===== src/rtl/i_raster_scanner_if.sv =====
// rtl/i_raster_scanner_if.sv - coordinate stream between the raster scanner and its consumer
// Optional border flag is present only when RASTER_BORDER_EN is defined.
interface i_raster_scanner_if #(
  parameter int DIM_W  = 13,
  parameter int ADDR_W = 26
);
  logic              out_valid;
  logic              out_ready;
  logic [DIM_W-1:0]  col;
  logic [DIM_W-1:0]  row;
  logic [ADDR_W-1:0] addr;
  logic              line_end;
  logic              frame_end;
`ifdef RASTER_BORDER_EN
  logic              border;
`endif

  modport master (
    output out_valid, col, row, addr, line_end, frame_end,
`ifdef RASTER_BORDER_EN
    output border,
`endif
    input  out_ready
  );

  modport slave (
    input  out_valid, col, row, addr, line_end, frame_end,
`ifdef RASTER_BORDER_EN
    input  border,
`endif
    output out_ready
  );
endinterface


===== src/rtl/i_raster_scanner.sv =====
// rtl/i_raster_scanner.sv - raster-order (row, col, addr) generator with valid/ready stalls
// Define RASTER_BORDER_EN to add the image-border flag on the stream.
module i_raster_scanner #(
  parameter int DIM_W  = 13,
  parameter int ADDR_W = 26
) (
  input  logic             clk,
  input  logic             clear,
  input  logic             start,
  input  logic [DIM_W-1:0] img_width,
  input  logic [DIM_W-1:0] img_height,
  output logic             busy,
  output logic             done,
  i_raster_scanner_if.master bus
);

  typedef enum logic [1:0] {
    IDLE = 2'd0,
    SCAN = 2'd1,
    DONE = 2'd2
  } state_t;

  state_t            state;
  state_t            state_nxt;

  logic [DIM_W-1:0]  width_q;
  logic [DIM_W-1:0]  height_q;
  logic [DIM_W-1:0]  col_q;
  logic [DIM_W-1:0]  row_q;
  logic [ADDR_W-1:0] addr_q;

  logic [DIM_W-1:0]  last_col;
  logic [DIM_W-1:0]  last_row;
  logic              at_col_end;
  logic              at_row_end;
  logic              scan_valid;
  logic              xfer;
  logic              empty_dims;

  // Dimensions are nonzero whenever SCAN is entered, so the minus-one never wraps there.
  assign last_col   = width_q - DIM_W'(1);
  assign last_row   = height_q - DIM_W'(1);
  assign at_col_end = (col_q == last_col);
  assign at_row_end = (row_q == last_row);
  assign xfer       = scan_valid & bus.out_ready;
  assign empty_dims = (img_width == '0) | (img_height == '0);

  always_ff @(posedge clk) begin
    if (clear) begin
      state <= IDLE;
    end else begin
      state <= state_nxt;
    end
  end

  always_comb begin
    state_nxt = state;
    case (state)
      IDLE: begin
        if (start) begin
          state_nxt = empty_dims ? DONE : SCAN;
        end
      end
      SCAN: begin
        if (xfer && at_col_end && at_row_end) begin
          state_nxt = DONE;
        end
      end
      DONE:    state_nxt = IDLE;
      default: state_nxt = IDLE;
    endcase
  end

  always_comb begin
    scan_valid = 1'b0;
    busy       = 1'b0;
    done       = 1'b0;
    case (state)
      SCAN: begin
        scan_valid = 1'b1;
        busy       = 1'b1;
      end
      DONE:    done = 1'b1;
      default: ;
    endcase
  end

  // Indices return to zero after the final beat so the idle stream fields read 0.
  always_ff @(posedge clk) begin
    if (clear) begin
      width_q  <= '0;
      height_q <= '0;
      col_q    <= '0;
      row_q    <= '0;
      addr_q   <= '0;
    end else if (state == IDLE) begin
      if (start) begin
        width_q  <= img_width;
        height_q <= img_height;
        col_q    <= '0;
        row_q    <= '0;
        addr_q   <= '0;
      end
    end else if (xfer) begin
      if (!at_col_end) begin
        col_q  <= col_q + DIM_W'(1);
        addr_q <= addr_q + ADDR_W'(1);
      end else if (!at_row_end) begin
        col_q  <= '0;
        row_q  <= row_q + DIM_W'(1);
        addr_q <= addr_q + ADDR_W'(1);
      end else begin
        col_q  <= '0;
        row_q  <= '0;
        addr_q <= '0;
      end
    end
  end

  assign bus.out_valid = scan_valid;
  assign bus.col       = col_q;
  assign bus.row       = row_q;
  assign bus.addr      = addr_q;
  assign bus.line_end  = scan_valid & at_col_end;
  assign bus.frame_end = scan_valid & at_col_end & at_row_end;

`ifdef RASTER_BORDER_EN
  assign bus.border = scan_valid &
                      ((col_q == '0) | at_col_end | (row_q == '0) | at_row_end);
`endif

endmodule

===== src/flat_wrapper.sv =====
// flat-port wrapper written by rule: the top's interface ports become plain ports
module i_raster_scanner_flat 
#(
  parameter int DIM_W  = 13,
  parameter int ADDR_W = 26
)
  (clk, clear, start, img_width, img_height, busy, done, bus_out_valid, bus_col, bus_row, bus_addr, bus_line_end, bus_frame_end, bus_out_ready);
  i_raster_scanner_if #(.DIM_W(DIM_W), .ADDR_W(ADDR_W)) bus_i ();
  input  logic clk;
  input  logic clear;
  input  logic start;
  input  logic [DIM_W-1:0] img_width;
  input  logic [DIM_W-1:0] img_height;
  output logic busy;
  output logic done;
  output wire logic [$bits(bus_i.out_valid)-1:0] bus_out_valid;
  output wire logic [$bits(bus_i.col)-1:0] bus_col;
  output wire logic [$bits(bus_i.row)-1:0] bus_row;
  output wire logic [$bits(bus_i.addr)-1:0] bus_addr;
  output wire logic [$bits(bus_i.line_end)-1:0] bus_line_end;
  output wire logic [$bits(bus_i.frame_end)-1:0] bus_frame_end;
  input wire logic [$bits(bus_i.out_ready)-1:0] bus_out_ready;
  assign bus_out_valid = bus_i.out_valid;
  assign bus_col = bus_i.col;
  assign bus_row = bus_i.row;
  assign bus_addr = bus_i.addr;
  assign bus_line_end = bus_i.line_end;
  assign bus_frame_end = bus_i.frame_end;
  assign bus_i.out_ready = bus_out_ready;
  i_raster_scanner #(.DIM_W(DIM_W), .ADDR_W(ADDR_W)) u_core (.clk(clk), .clear(clear), .start(start), .img_width(img_width), .img_height(img_height), .busy(busy), .done(done), .bus(bus_i));
endmodule

===== config.mk =====
export PLATFORM = sky130hd
export DESIGN_NAME = i_raster_scanner_flat
export DESIGN_NICKNAME = d
export VERILOG_FILES = /design/src/rtl/i_raster_scanner_if.sv /design/src/rtl/i_raster_scanner.sv /design/src/flat_wrapper.sv
export SDC_FILE = /design/constraint.sdc
export NUM_CORES = 1
export LEC_CHECK = 0
export BUFFER_PORTS_ARGS = -buffer_cell sky130_fd_sc_hd__buf_2
export CAP_MARGIN = 15
export CORE_ASPECT_RATIO = 0.6
export CORE_MARGIN = 4
export CORE_UTILIZATION = 36
export CTS_CLUSTER_SIZE = 30
export DETAILED_ROUTE_END_ITERATION = 12
export PLACE_DENSITY_LB_ADDON = 0.3
export SYNTH_ARGS = -nofsm -noshare
export SYNTH_HDL_FRONTEND = slang
export SYNTH_SLANG_ARGS = --single-unit

===== constraint.sdc =====
create_clock -name clk -period 3.5 [get_ports clk]
set_input_delay 0.7 -clock clk [delete_from_list [all_inputs] [get_ports clk]]
set_output_delay 0.7 -clock clk [all_outputs]
set_load 0.01 [all_outputs]

* After elaboration in Yosys (flattened, before gate mapping)
Cells that the tools add are included.
Widths: inputs -> output; s select.
** Operators by class
- Add/sub/neg operators :: 5
- Equal/unequal tests :: 6
- Muxes and demuxes :: 19
- Bitwise gates (word level) :: 4
- Reductions and logical operators :: 11
** Operators with widths (number)
- $mux 26 :: 5
- $mux 13 :: 8
- $add 13x1->13 const B :: 2
- $add 26x1->26 const B :: 1
- $eq 13x13->1 :: 2
- $logic_not 13->1 :: 2
- $sub 13x1->13 const B :: 2
- $mux 2 :: 3
- $reduce_and 2->1 :: 3
- $pmux 2 s2 :: 1
- $reduce_bool 2->1 :: 2
- $and 1x1->1 :: 3
- $reduce_and 3->1 :: 1
- $eq 2x1->1 const B :: 1
- $eq 2x2->1 const B :: 1
- $logic_and 1x1->1 :: 2
- $logic_not 2->1 :: 1
- $mux 1 :: 2
- $ne 2x1->1 const B :: 1
- $ne 2x2->1 const B :: 1
- $or 1x1->1 :: 1
** Storage, ports and cells
- Register bits after elaboration :: 80

* Logic depth before layout (Yosys ltp)
- Depth in word-level cells :: 7
- Mapped depth :: 14

* Worst setup path after synthesis
No wires, ideal clock.
- Path kind :: register -> output
- Start point :: reg u_core.width_q[0]
- End point :: out bus_frame_end
- Arrival time :: 2.722 ns
- Data required time :: 2.800 ns
- Slack :: 0.078 ns
- Stages on the path, launching flop included :: 13
- Path buffers :: 3
- Cells stage by stage :: dfxtp_1 > clkbuf_1 > inv_1 > ha_1 > buf_2 > or4b_2 > nor3_4 > a31oi_1 > or2_2 > a2111oi_4 > buf_4 > nand2_1 > nor2_1
** On the way
- Longest elaborated chain between the ends :: 4
** RTL lines
- start, declared :: line i_raster_scanner.sv:26 : logic [DIM_W-1:0] width_q;
- start signal, assigned :: line i_raster_scanner.sv:98 : width_q <= img_width;
- $sub 13x1->13 :: line i_raster_scanner.sv:41 : assign last_col = width_q - DIM_W'(1);
- $eq 13x13->1 :: line i_raster_scanner.sv:43 : assign at_col_end = (col_q == last_col);
- $and 1x1->1 (2 in series) :: line i_raster_scanner.sv:125 : assign bus.frame_end = scan_valid & at_col_end & at_row_end;
- end, declared :: line flat_wrapper.sv:21 : output wire logic [$bits(bus_i.frame_end)-1:0] bus_frame_end;
Every way passes these cells.

* Final worst setup path
- Start point :: reg u_core.width_q[1]
- End point :: out bus_frame_end
Same word-level chain as after synthesis.

==> results.toml <==
[run_status]
outcome = "finished, final reports clean"

[place]
dp.cells = 834
place.gp.congestion = 0.8896
post_dp_cell_area_um2 = 5229
dpl.hpwl_um = 10420
portBuffers = 86

[worst_setup_path]
reg2reg_depth = 11
cp_max_fo = 6
critical_path_class = "flip-flop to output port"
crit_required_ns = 2.80
critical_path_arrival_ns = 2.69
critPathLaunchType = "flip-flop"
critPathCaptureType = "output port"

[drt]
final_antenna_net_count = 0
vias = 4621
viasPerCell = 5.424
drc = 0
drt_iter0_markers = 321
wirelength_um = 13910
wire_per_inst_um = 16.32
dr.pass1.iters = 5

[sta]
fmax_mhz = 294.7
hold_viol_final = 0
slew_viol_final = 0
finClkSkew_ns = 0.008250
timing.final.crit_share = 0.9695
period_needed_ns = 3.393
slew_headroom = 0.2999
worst_pin_slew_ns = 1.050
grt_setup_unrepaired = "true"
fin_hold_ws_ns = 0.4698
setup_viol = 0
tns_ns = 0

[synth]
synth_xor_xnor_area_share = 0.07916
synth_top_family_by_area = "simple AND/OR/NAND/NOR gates"
yosysSeqAreaShare = 0.3482
synthTopCellsByArea = "dfxtp_1, nand2_1, xnor2_1"
synth-edff-count = 0
ys_types = 58
syn_area_per_cell_um2 = 7.678
yosys_register_bits = 80
synth_commonest_cells = "nand2_1, dfxtp_1, a21oi_1, o21ai_1"
netlist_area_um2 = 4599
ys_async_sr_fraction = 0
synth.top_cell.area_share = 0.3482
yosys.area_share.adder = 0.01360
synth_area_leader_cell = "dfxtp_1"
synth_ff_type = "dfxtp_1"
netlist_instances = 599
yosys.area_share.simple = 0.3180
ys_warn_count = 0
synth_compound_area_frac = 0.1798
yosysMostFrequentCell = "nand2_1"
synth_fp_nets = 634
synth.area.mux_share = 0.01768

[cts]
clk_latency_ns = 0.34
cts_tree = "done"
path_clk_slew_ns = 0.06
cts_root_buffer = "clkbuf_16"
cts_sinks = 80
cts_buffer_depth = 2
numCtsBuffers = 9
cts_htree_levels = 3

[floorplanning]
core_area_um2 = 12260
die-area_um2 = 14710
start_util = 0.3753
rows = 31
boundaryPins = 87
die_x_um = 153.9
die_h_um = 95.56

[hold_path]
hold_path_depth = 2
hp-class = "flip-flop to flip-flop"

[global_route]
grt_usage = 0.1903
antenna_found_initial = 0
grt_pass1_wl_um = 22580
grt_pass1_vias = 4345
grt.overflow.total = 0
grt_max_degree = 36

[flow_run]
maxCapViolCount = 0

[layout]
utilization = 0.4541
nNetsFinal = 717
fillers = 1248
stdcell_count = 852
ff_latch_area_um2 = 1603
antennaDiodeCount = 0
areaGrowthSynthToFinish_pct = 21.00
final_layout_size_suffix_gt1_frac = 0.1980
multiInputGateArea_um2 = 2818
fin_area_um2 = 5565

[power]
power_density_nw_per_um2 = 408.0
p_leak_uw = 0.002363
ir_drop_v = 0.0002301
[power breakdown]
part / internal [uW] / total, uW / switching (uW)
logic: 139 / 330 / 190
registers: 932 / 964 / 31.7
clock network: 593 / 977 / 384
[worst max-delay path: stages, from the launching register on]
cell and delay [ns]:
dfxtp_2 0.35, inv_1 0.06, ha_1 0.16, or4b_4 0.50, nor3_4 0.16, xnor2_1 0.12
a21o_1 0.22, a2111oi_4 0.45, nand2_1 0.12, nor2_1 0.09, buf_2 0.13
[placed cells by master, fill, tap and decap left out, drive strengths merged, types with 3 or more instances in the layout]
master  count
inv        13
xor2       11
a211oi      5
nor3b       8
or4         4
nand2      92
clkbuf     12
nor2b       4
xnor2      28
nand2b      5
o31ai       8
nor4       13
nor2       38
nor3       22
and3       25
nand3      38
and2        7
nand4      10
mux2i       7
nand3b      8
o21ai      45
buf       106
or3         3
dfxtp      80
ha          5
clkinv      3
a21oi      43
a21o       11
o31a        3
[final timing paths]
check / slack [ns] / end / start
hold / removal: 0.47 / u_core.bus.addr[25]$_SDFFE_PP0P_ / u_core.bus.addr[25]$_SDFFE_PP0P_
setup / recovery: 0.11 / bus_frame_end / u_core.width_q[1]$_SDFFE_PP0P_
setup reg to reg: 0.15 / u_core.bus.addr[11]$_SDFFE_PP0P_ / u_core.width_q[3]$_SDFFE_PP0P_
hold reg to reg: 0.47 / u_core.bus.addr[25]$_SDFFE_PP0P_ / u_core.bus.addr[25]$_SDFFE_PP0P_
[logic make-up (layout without fill, tap and decap cells)]
| logic type | Yosys count | in the layout |
|---|---|---|
| XOR/XNOR | 40 | 40 |
| multiplexers | 8 | 8 |
| AND/OR/NAND/NOR | 286 | 286 |
| flip-flops | 80 | 80 |
| buffers and inverters | 47 | 135 |
| adder cells (fa/ha/maj) | 5 | 5 |
| AO/OA/AOI/OAI | 133 | 133 |
[through the flow]
step	setup WS, ns	total power, uW
final	0.1068	2271
after global routing	-0.1108	2364
after CTS	0.01792	2288
after detailed placement	0.1061	1303
after global placement	0.2058	1293
after floorplan	0.07812	1203
[routing by layer]
| layer | wire (um) | vias to the layer above | track usage | share of wire |
|---|---|---|---|---|
| met4 | 109 | 0 | 0.03674 | 0.0078 |
| met3 | 843 | 13 | 0.05125 | 0.061 |
| li1 | - | 2303 | - | - |
| met1 | 7122 | 2196 | 0.2770 | 0.51 |
| met5 | 0 | - | 0 | 0 |
| met2 | 5833 | 109 | 0.2835 | 0.42 |
[flip-flops by register name (all words and copies together), names as in the netlist]
register         flops
u_core.height_q     13
u_core.bus.col      13
u_core.bus.row      13
u_core.state         2
u_core.width_q      13
u_core.bus.addr     26
[final cells by class]
class / instances / area share
timing repair buffer: 106 / 0.1043
clock inverter: 4 / 0.009442
clock buffer: 12 / 0.04609
tap: 165 / 0.03710
inverter: 13 / 0.008768
sequential: 80 / 0.2880
multi-input combinational: 472 / 0.5063
[repair_timing]
action / CTS / global route
buffers inserted: 1 / 1
gates resized for setup: 4 / 1
hold buffers: 0 / 0
pin swaps: 1 / 1
endpoints found under the setup margin: 2 / 8
Power figures use the tool's default switching activity.
